`config.mk`:
```
export PLATFORM = sky130hd
export DESIGN_NAME = dmem_responder
export DESIGN_NICKNAME = d
export VERILOG_FILES = /design/src/rtl/dmem_responder.sv
export SDC_FILE = /design/constraint.sdc
export NUM_CORES = 1
export LEC_CHECK = 0
export ABC_AREA = 1
export CAP_MARGIN = 30
export CORE_MARGIN = 1
export CORE_UTILIZATION = 45
export CTS_BUF_LIST = sky130_fd_sc_hd__clkbuf_2 sky130_fd_sc_hd__clkbuf_4 sky130_fd_sc_hd__clkbuf_8
export CTS_CLUSTER_SIZE = 28
export DETAILED_ROUTE_END_ITERATION = 8
export GPL_ROUTABILITY_DRIVEN = 0
export GPL_TIMING_DRIVEN = 1
export PLACE_DENSITY = 0.58
export SETUP_SLACK_MARGIN = 0.4
export SKIP_CTS_REPAIR_TIMING = 1
export SYNTH_ARGS = -nofsm -noshare
export SYNTH_HDL_FRONTEND = slang
export SYNTH_SLANG_ARGS = --single-unit
```
`constraint.sdc`:
```
create_clock -name clk -period 6 [get_ports clk]
set_input_delay 1.2 -clock clk [delete_from_list [all_inputs] [get_ports clk]]
set_output_delay 1.2 -clock clk [all_outputs]
set_load 0.005 [all_outputs]
```
`src/rtl/dmem_responder.sv`:
```
// Data-memory responder for the CPU data port.
// Accepts one request at a time, inserts WAIT_CYCLES wait states, then
// completes with a one-cycle ack. Reads return data in a registered rdata.
// Writes are byte-lane masked. Misaligned accesses complete with err=1.
module dmem_responder #(
  parameter int unsigned ROWS        = 32,
  parameter int unsigned WAIT_CYCLES = 2
) (
  input  logic        clk,
  input  logic        rst,
  input  logic        req,
  input  logic        we,
  input  logic [31:0] addr,
  input  logic [31:0] wdata,
  input  logic [3:0]  be,
  output logic [31:0] rdata,
  output logic        ack,
  output logic        err,
  output logic        busy
);

  localparam int unsigned IDXW = $clog2(ROWS);

  localparam logic [1:0] S_IDLE = 2'd0;
  localparam logic [1:0] S_WAIT = 2'd1;
  localparam logic [1:0] S_ACK  = 2'd2;

  localparam logic [3:0] WAIT_LOAD = (WAIT_CYCLES > 0) ? 4'(WAIT_CYCLES - 1) : 4'd0;

  logic [1:0]      state_q, state_d;
  logic [3:0]      cnt_q, cnt_d;

  // Request fields captured at the accept edge
  logic            we_q;
  logic [IDXW-1:0] idx_q;
  logic [1:0]      lo_q;
  logic [31:0]     wdata_q;
  logic [3:0]      be_q;

  logic [31:0]     rdata_q, rdata_d;
  logic            err_q, err_d;

  logic [31:0]     mem_q [ROWS];

  logic            accept;
  logic            commit;
  logic            mem_wr;

  logic            op_we;
  logic [IDXW-1:0] op_idx;
  logic [1:0]      op_lo;
  logic [31:0]     op_wdata;
  logic [3:0]      op_be;
  logic            op_aligned;
  logic [31:0]     wr_word;

  logic            unused_addr;
  assign unused_addr = ^addr[31:IDXW+2];

  assign accept = (state_q == S_IDLE) && req;

  // The memory operation happens on the edge that enters ACK. With zero
  // wait states that edge is also the accept edge, so the operands come
  // straight from the ports that are being captured on that same edge.
  assign commit = (accept && (WAIT_CYCLES == 0)) ||
                  ((state_q == S_WAIT) && (cnt_q == 4'd0));

  // Operand select: live ports when committing on the accept edge, else captured
  always_comb begin
    if (state_q == S_IDLE) begin
      op_we    = we;
      op_idx   = addr[IDXW+1:2];
      op_lo    = addr[1:0];
      op_wdata = wdata;
      op_be    = be;
    end else begin
      op_we    = we_q;
      op_idx   = idx_q;
      op_lo    = lo_q;
      op_wdata = wdata_q;
      op_be    = be_q;
    end
  end

  assign op_aligned = (op_lo == 2'b00);

  // Next-state and wait-counter logic
  always_comb begin
    state_d = state_q;
    cnt_d   = cnt_q;
    case (state_q)
      S_IDLE: begin
        if (req) begin
          if (WAIT_CYCLES == 0) begin
            state_d = S_ACK;
          end else begin
            state_d = S_WAIT;
            cnt_d   = WAIT_LOAD;
          end
        end
      end
      S_WAIT: begin
        if (cnt_q == 4'd0) begin
          state_d = S_ACK;
        end else begin
          cnt_d = cnt_q - 4'd1;
        end
      end
      S_ACK: begin
        state_d = S_IDLE;
      end
      default: begin
        state_d = S_IDLE;
        cnt_d   = '0;
      end
    endcase
  end

  // Completion datapath: read data, error flag and write strobe
  always_comb begin
    rdata_d = rdata_q;
    err_d   = err_q;
    mem_wr  = 1'b0;
    if (state_q == S_ACK) begin
      err_d = 1'b0;
    end
    if (commit) begin
      err_d = !op_aligned;
      if (op_aligned) begin
        if (op_we) begin
          mem_wr = 1'b1;
        end else begin
          rdata_d = mem_q[op_idx];
        end
      end
    end
  end

  // Byte-lane merge of write data into the addressed word
  always_comb begin
    wr_word = mem_q[op_idx];
    for (int unsigned b = 0; b < 4; b++) begin
      if (op_be[b]) begin
        wr_word[8*b +: 8] = op_wdata[8*b +: 8];
      end
    end
  end

  // Control state registers
  always_ff @(posedge clk or posedge rst) begin
    if (rst) begin
      state_q <= S_IDLE;
      cnt_q   <= '0;
      rdata_q <= '0;
      err_q   <= 1'b0;
    end else begin
      state_q <= state_d;
      cnt_q   <= cnt_d;
      rdata_q <= rdata_d;
      err_q   <= err_d;
    end
  end

  // Capture request fields at the accept edge
  always_ff @(posedge clk or posedge rst) begin
    if (rst) begin
      we_q    <= 1'b0;
      idx_q   <= '0;
      lo_q    <= '0;
      wdata_q <= '0;
      be_q    <= '0;
    end else if (accept) begin
      we_q    <= we;
      idx_q   <= addr[IDXW+1:2];
      lo_q    <= addr[1:0];
      wdata_q <= wdata;
      be_q    <= be;
    end
  end

  // Storage array, deliberately not reset; writes are blocked while rst is held
  always_ff @(posedge clk) begin
    if (mem_wr && !rst) begin
      mem_q[op_idx] <= wr_word;
    end
  end

  assign rdata = rdata_q;
  assign ack   = (state_q == S_ACK);
  assign err   = err_q;
  assign busy  = (state_q != S_IDLE);

endmodule

```
# [Yosys cells after proc, flatten, opt, wreduce, memory -nomap -nowiden]
# Memory sizes are Yosys's and may differ from the RTL's.
# Index checks and enable logic that the tools add are counted.
[word_totals] inputBits=72 output_inout_bits=35 register_bits=83 ramBits=1024 n_memories=1
[op_classes] eq_ne=5 bitwise_logic=2 n_reduce_logical=13 muxes=22 addsub=1
[mem_list] name="mem_q" words=32 width=32 rd=1 rd_ports_with_merged_regs=0 write_ports=1 line="43" source="logic [31:0] mem_q [ROWS];"
[ops] operator="two-way mux 32 bit" count=1
[ops] operator="two-way mux 8 bit" count=4
[ops] operator="two-way mux 4 bit" count=3
[ops] operator="one-hot mux 4 bit (3 select lines)" count=1
[ops] operator="two-way mux 1 bit" count=8
[ops] operator="two-way mux 2 bit" count=3
[ops] operator="AND reduction 3 bit" count=2
[ops] operator="two-way mux 5 bit" count=1
[ops] operator="logical NOT 2 bit" count=2
[ops] operator="logical NOT 4 bit" count=1
[ops] operator="!= test 2 bit (second input constant)" count=2
[ops] operator="one-hot mux 2 bit (2 select lines)" count=1
[ops] operator="nonzero test 2 bit" count=2
[ops] operator="subtractor 4 x 1 -> 4 bit (second input constant)" count=1
[ops] operator="logical AND 1 bit" count=3
[ops] operator="equality test 2 x 1 -> 1 bit (second input constant)" count=1
[ops] operator="equality test 2 bit (second input constant)" count=1
[ops] operator="logical NOT 1 bit" count=2
[ops] operator="!= test 2 x 1 -> 1 bit (second input constant)" count=1
[ops] operator="NOT 1 bit" count=2
[ops] operator="AND reduction 2 bit" count=1

# [Logic depth before layout (Yosys ltp)]
# Gate-level depths: netlist of run 1.
[depth] word_depth=8 ltp_mapped=17 ltp_nobuf=14

# [Least setup slack after synthesis of run 1]
# Ideal clock, no wire load.
[synth_timing] kind="input to register" from="in addr[3]" to="mem mem_q[0][0], enable pin" path_slack_ns=2.056 arrival_ns=3.523 required_ns=5.579 stages=7 path_cell_list="nand2_1 o21ai_2 inv_2 buf_2 clkbuf_1 nand3_1 nor2_1"
[synth_between] elab_chain_cells=1
[synth_rtl] item="start: declaration" line="13" source="input logic [31:0] addr,"
[synth_rtl] item="two-way mux 5 bit" line="70" source="if (state_q == S_IDLE) begin"
[synth_rtl] item="end: declaration" line="43"
# Every way passes these cells.

# [Final worst setup path of run 1]
[layout_timing] from="reg state_q[0]" to="mem mem_q[4][1] (data pin)"
[layout_between] elab_chain_cells=4 elab_cells_between_ends=6 classes_between="mux: 4; reduce/logical: 1; memory: 1"
[layout_rtl] item="start: declaration" line="30" source="logic [1:0] state_q, state_d;"
[layout_rtl] item="start signal: assignment" line="157" source="state_q <= state_d;"
[layout_rtl] item="logical NOT 2 bit *" line="70"
[layout_rtl] item="two-way mux 5 bit"
[layout_rtl] item="memory (32 x 32 bit)"
[layout_rtl] item="two-way mux 8 bit *" line="143" source="if (op_be[b]) begin"
[layout_rtl] item="net wr_word[1]" line="55" source="logic [31:0] wr_word;"
# The timed path passes the listed nets; every way through them passes the cells marked *.

==> impl_metrics.env, run 1 <==
export IMPL_rsz0062_at_grt="false"
export IMPL_yosys_cell_count_top_type="nand2_1"
export IMPL_die_area_sq_mm=0.107
export IMPL_synth_compound_gate_area_share=0.0110
export IMPL_antenna_found_initial=2
export IMPL_post_route_period_util=0.686
export IMPL_drc=0
export IMPL_wire_per_inst_um=22.2
export IMPL_crit_cells=13
export IMPL_dp_cells=6007
export IMPL_synth_net_count=4754
export IMPL_drt_total_wl_um=141000
export IMPL_finalHoldViolations=0
export IMPL_power_density_mw_per_mm2=636
export IMPL_yosysSeqAreaShare=0.693
export IMPL_path_delay_family="simple AND/OR/NAND/NOR gates"
export IMPL_synthArstFlopShare=0.0750
export IMPL_cts_root_buf="clkbuf_8"
export IMPL_synth_top_family_by_area="simple AND/OR/NAND/NOR gates"
export IMPL_num_vias=33800
export IMPL_arrival_ns=4.63
export IMPL_ys_top_cells_by_count="nand2_1, edfxtp_1, nand3_1, buf_2, clkbuf_1"
export IMPL_die_w_um=326
export IMPL_ir_worst_vdd_mv=0.545
export IMPL_relSlewSlack=0.337
export IMPL_nFillCells=9243
export IMPL_synth_xor_area_frac=0.000185
export IMPL_critical_path_cell_chain="nor2_4, buf_4, nand2_1, o21ai_4, buf_4, nand2_1, nand2_1, nand2_1, nand2_1, nor2_1, nand2_1, nand2_1, nand2_1"
export IMPL_required_ns=6.51
export IMPL_cp_num_buf_inv=2
export IMPL_synth_distinct_cells=24
export IMPL_synth_area_mux_share=0
export IMPL_syn_area_sq_mm=0.0474
export IMPL_holdCritPathClass="flop to flop"
export IMPL_netlist_instances=4681
export IMPL_critPathKind="flop to flop"
export IMPL_initial_core_util=0.456
export IMPL_hpwlAfterDp_um=74100
export IMPL_overflow=0
export IMPL_synth_fa_ha_area_frac=0.000264
export IMPL_grtUsageTotal=0.265
export IMPL_ys_flop_type="edfxtp_1"
export IMPL_yosysWarnings=0
export IMPL_grt_pass1_vias=31500
export IMPL_fp_coreArea_sq_mm=0.104
export IMPL_reg2regPathDepth=13
export IMPL_tns_ns=0
export IMPL_clock_skew_final_ns=0.0441
export IMPL_worstMarginPinSlew_ns=0.995
export IMPL_worst_path_most_repeated_cell="nand2_1"
export IMPL_path_clk_slew_ns=0.06
export IMPL_drtIter0Drc=3400
export IMPL_viasPerCell=5.34
export IMPL_maxCapViolCount=0
export IMPL_cts_buffers=185
export IMPL_nets=4888
export IMPL_final_max_slew_viol_count=0
export IMPL_fin_ws_ns=1.88
export IMPL_cts_tree="yes"
export IMPL_synth_edff_count=1024
export IMPL_die_height_um=326
export IMPL_final_antenna_net_count=0
export IMPL_syn_mean_instance_area_sq_um=10.1
export IMPL_fin_crit_ns=4.12
export IMPL_synth_largest_area_cell="edfxtp_1"
export IMPL_grt_pass1_wl_um=208000
export IMPL_fmax_mhz=243
export IMPL_syn_to_final_growth_pct=14.3
export IMPL_critical_path_slowest_cell="buf_4"
export IMPL_synth_simple_area_share=0.264
export IMPL_path_max_fanout=53
export IMPL_h_tree_depth=4
export IMPL_dr_pass1_iters=6
export IMPL_cp_start_kind="flop"
export IMPL_rows=118
export IMPL_clock_latency_ns=0.87
export IMPL_drive_gt1_frac=0.0987
export IMPL_p_leak_uw=0.0226
export IMPL_finalNonFillerCells=6335
export IMPL_pre_cts_slack_ns=1.12
export IMPL_min_path_cells=2
export IMPL_finalPower_uw=34400
export IMPL_io_pins=107
export IMPL_outcome="finished, final reports clean"
export IMPL_cts_max_path_buffers=3
export IMPL_synth_top_cell_area_share=0.649
export IMPL_cts_sinks=1107
export IMPL_crit_path_end_kind="flop"
export IMPL_cp_slowest_stage_delay_ns=0.70
export IMPL_ys_ff_latch=1107
export IMPL_portBuffers=81
export IMPL_setup_violations=0
export IMPL_synthTopCellsByArea="edfxtp_1, nand2_1, nand3_1, dfrtp_1, buf_2"
export IMPL_grt_start_max_net_pins=161
[through the flow]
step                      utilization  cell area (sq um)  hold WS, ns
final                           0.521              54100        0.477
after global placement          0.486              50500        0.466
after floorplan                     -              47400        0.452
after CTS                       0.520              54100        0.481
after global routing            0.521              54100        0.498
after detailed placement        0.486              50500        0.464
[cell usage in the layout, fill, tap and decap left out, drive strengths merged]
master / count
nand2: 2501
edfxtp: 1024
nand3: 520
clkbuf: 260
buf: 139
nor2: 101
o21ai: 88
dfrtp: 83
clkdlybuf4s50: 81
inv: 77
clkinv: 55
nor3: 9
clkinvlp: 4
o31ai: 3
diode: 2
o22ai: 2
a21oi: 2
a22oi: 1
xor2: 1
ha: 1
bufinv: 1
[where the power goes]
group          switching, uW  internal [uW]
logic                  11900           3540
registers                135          12400
clock network           3040           3440
total                  15100          19400
[area by class of cell]
| type | count | area, sq um | share of cell area |
|---|---|---|---|
| antenna | 2 | 5.00 | 0.0000925 |
| clock buffer | 260 | 3160 | 0.0584 |
| clock inverter | 65 | 405 | 0.00749 |
| inverter | 72 | 279 | 0.00516 |
| multi-input combinational | 3229 | 13400 | 0.247 |
| sequential | 1107 | 32800 | 0.607 |
| tap | 1380 | 1730 | 0.0319 |
| timing repair buffer | 220 | 2340 | 0.0433 |
[flip-flops by register name, indices dropped and copies added (netlist names)]
register and cells:
be_q 4, cnt_q 4, err 1, idx_q 5, lo_q 2, mem_q 1024
rdata 32, state_q 2, wdata_q 32, we_q 1
[worst register-to-register path: stages, from the launching register on]
cell and delay (ns):
dfrtp_1 0.44, nor2_4 0.39, buf_4 0.39, nand2_1 0.15, o21ai_4 0.23, buf_4 0.71
nand2_1 0.16, nand2_1 0.09, nand2_1 0.07, nand2_1 0.13, nor2_1 0.06, nand2_1 0.18
nand2_1 0.08, nand2_1 0.68
[routing by layer]
layer,track usage,vias up,wire length [um],part of all wire
met5,0,-,20,0.00014
met3,0.0465,219,12300,0.087
li1,-,15800,-,-
met4,0.0828,2,3470,0.025
met1,0.386,16300,61800,0.44
met2,0.404,1507,63300,0.45
[final timing paths]
check	from	to	slack, ns
setup reg to reg	state_q[0]	mem_q[4][1]	1.88
setup / recovery	state_q[0]	mem_q[4][1]	1.88
max in group asynchronous	rst	rdata[11]	4.08
hold reg to reg	rdata[15]	rdata[15]	0.48
min in group asynchronous	rst	err	0.88
hold / removal	rdata[15]	rdata[15]	0.48
[logic make-up (layout without fill, tap and decap cells)]
group / count (synthesis) / after routing
buf+inv: 345 / 617
flops: 1107 / 1107
xor+xnor: 1 / 1
fa+ha+maj: 1 / 1
other cells: 0 / 2
compound gates: 96 / 96
simple gates: 3131 / 3131
Note: power is estimated with default switching activity, not from simulation.
==> run 2: changes to the inputs <==
==> constraint.sdc (replaced) <==
create_clock -name clk -period 3.9 [get_ports clk]
set_input_delay 0.78 -clock clk [delete_from_list [all_inputs] [get_ports clk]]
set_output_delay 0.78 -clock clk [all_outputs]
set_load 0.005 [all_outputs]
==> impl_metrics.env, run 2 (same netlist as run 1, synthesis figures left out) <==
export IMPL_cp_start_kind="flop"
export IMPL_internal_power_uw=31800
export IMPL_drc=0
export IMPL_die_area_sq_mm=0.107
export IMPL_finalNonFillerCells=6405
export IMPL_syn_to_final_growth_pct=16.8
export IMPL_crit_path_end_kind="primary output"
export IMPL_path_clk_slew_ns=0.06
export IMPL_hpwlAfterDp_um=77900
export IMPL_power_density_mw_per_mm2=1000
export IMPL_final_max_slew_viol_count=0
export IMPL_nFillCells=9098
export IMPL_maxCapViolCount=0
export IMPL_r2r_end="mem_q[0][31]"
export IMPL_cts_buffers=180
export IMPL_drive_gt1_frac=0.109
export IMPL_h_tree_depth=4
export IMPL_die_height_um=326
export IMPL_final_cell_mix="nand2_1, edfxtp_1, nand3_1"
export IMPL_required_ns=3.12
export IMPL_setup_violations=0
export IMPL_clkPwrFrac=0.174
export IMPL_dp_cells=6069
export IMPL_holdCritPathClass="input port to asynchronous set/reset pin"
export IMPL_grt_busiest_layer="met2"
export IMPL_cts_max_path_buffers=3
export IMPL_initial_core_util=0.456
export IMPL_whs_ns=0.401
export IMPL_top_register="mem_q"
export IMPL_p_comb_frac=0.480
export IMPL_die_w_um=326
export IMPL_final_antenna_net_count=0
export IMPL_drt_total_wl_um=141000
export IMPL_drtIter0Drc=3348
export IMPL_timing_rr_start="state_q[0]"
export IMPL_r2r_slack_ns=0.72
export IMPL_arrival_ns=2.54
export IMPL_rsz0062_at_grt="false"
export IMPL_wire_per_inst_um=22.1
export IMPL_path_max_fanout=35
export IMPL_finalHoldViolations=0
export IMPL_switching_share=0.426
export IMPL_grt_util_met3=0.0453
export IMPL_clock_latency_ns=0.86
export IMPL_largest_register_ffs=1024
export IMPL_dr_pass1_iters=6
export IMPL_cts_tree="yes"
export IMPL_fp_coreArea_sq_mm=0.104
export IMPL_relSlewSlack=0.419
export IMPL_tns_ns=0
export IMPL_rows=118
export IMPL_nets=4951
export IMPL_power_frac_seq=0.346
export IMPL_p_leak_uw=0.0231
export IMPL_num_vias=34000
export IMPL_cts_root_buf="clkbuf_8"
export IMPL_met1_usage=0.387
export IMPL_portBuffers=81
export IMPL_ir_worst_vdd_mv=0.808
export IMPL_reg2regPathDepth=10
export IMPL_worstMarginPinSlew_ns=0.866
export IMPL_grt_pass1_vias=31800
export IMPL_antenna_found_initial=1
export IMPL_fmax_mhz=301
export IMPL_critPathKind="flop to primary output"
export IMPL_final_common_cell="nand2_1"
export IMPL_post_route_period_util=0.852
export IMPL_fin_crit_ns=3.32
export IMPL_grtUsageTotal=0.267
export IMPL_clock_skew_final_ns=0.0328
export IMPL_power_switching_uw=23600
export IMPL_io_pins=107
export IMPL_grt_pass1_wl_um=210000
export IMPL_cts_sinks=1107
export IMPL_grt_start_max_net_pins=131
export IMPL_outcome="finished, final reports clean"
export IMPL_overflow=0
export IMPL_worstSetupStartpoint="state_q[0]"
export IMPL_viasPerCell=5.31
export IMPL_use_met2=0.412
## run 2: cell types whose count changed in the layout (fill, tap and decap cells not counted), sizes merged
cell	delta
buf	+68
clkinv	+4
clkinvlp	+2
bufinv	-1
clkbuf	-1
diode	-1
inv	-1
## run 2: final cells by class
cell class / count / area [sq um] / share of cell area
timing repair buffer: 288 / 3690 / 0.0667
clock inverter: 69 / 325 / 0.00588
multi-input combinational: 3229 / 13400 / 0.242
clock buffer: 259 / 3090 / 0.0558
sequential: 1107 / 32800 / 0.593
tap: 1380 / 1730 / 0.0312
antenna: 1 / 2.50 / 0.0000452
inverter: 72 / 279 / 0.00504
## run 2: stage by stage
stage	utilization	worst slack [ns]	total power (uW)	area, sq um
2_1_floorplan	-	0.376	33200	47400
3_3_place_gp	0.499	0.115	45500	51800
3_5_place_dp	0.499	0.115	45800	51800
4_1_cts	0.531	0.346	55500	55200
5_1_grt	0.532	0.447	58700	55300
6_report	0.532	0.576	55400	55300
## run 2: critical path: stages (launching register included)
cell	delay [ns]
dfrtp_1	0.45
inv_2	0.08
nand2_4	0.23
buf_4	0.36
clkdlybuf4s50_1	0.56
## run 2: worst max-delay path by stage
stage          slack [ns]           end
4_1_cts              0.35          busy
5_1_grt              0.45          busy
3_3_place_gp         0.12  mem_q[24][4]
2_1_floorplan        0.38   mem_q[0][0]
6_report             0.58          busy
3_5_place_dp         0.12  mem_q[24][4]
## run 2: metal layers
metal | share of wire | up-vias
met1 | 0.44 | 16400
met4 | 0.025 | 0
li1 | - | 16000
met2 | 0.46 | 1420
met3 | 0.081 | 232
met5 | 0 | -
## run 2: power groups by stage
stage	combinational (uW)	clock [uW]	sequential, uW
global placement	26100	0	19400
CTS	26500	9840	19200
detailed placement	26400	0	19400
global route	29100	10400	19200
floorplan	13700	0	19600
finish	26600	9650	19200
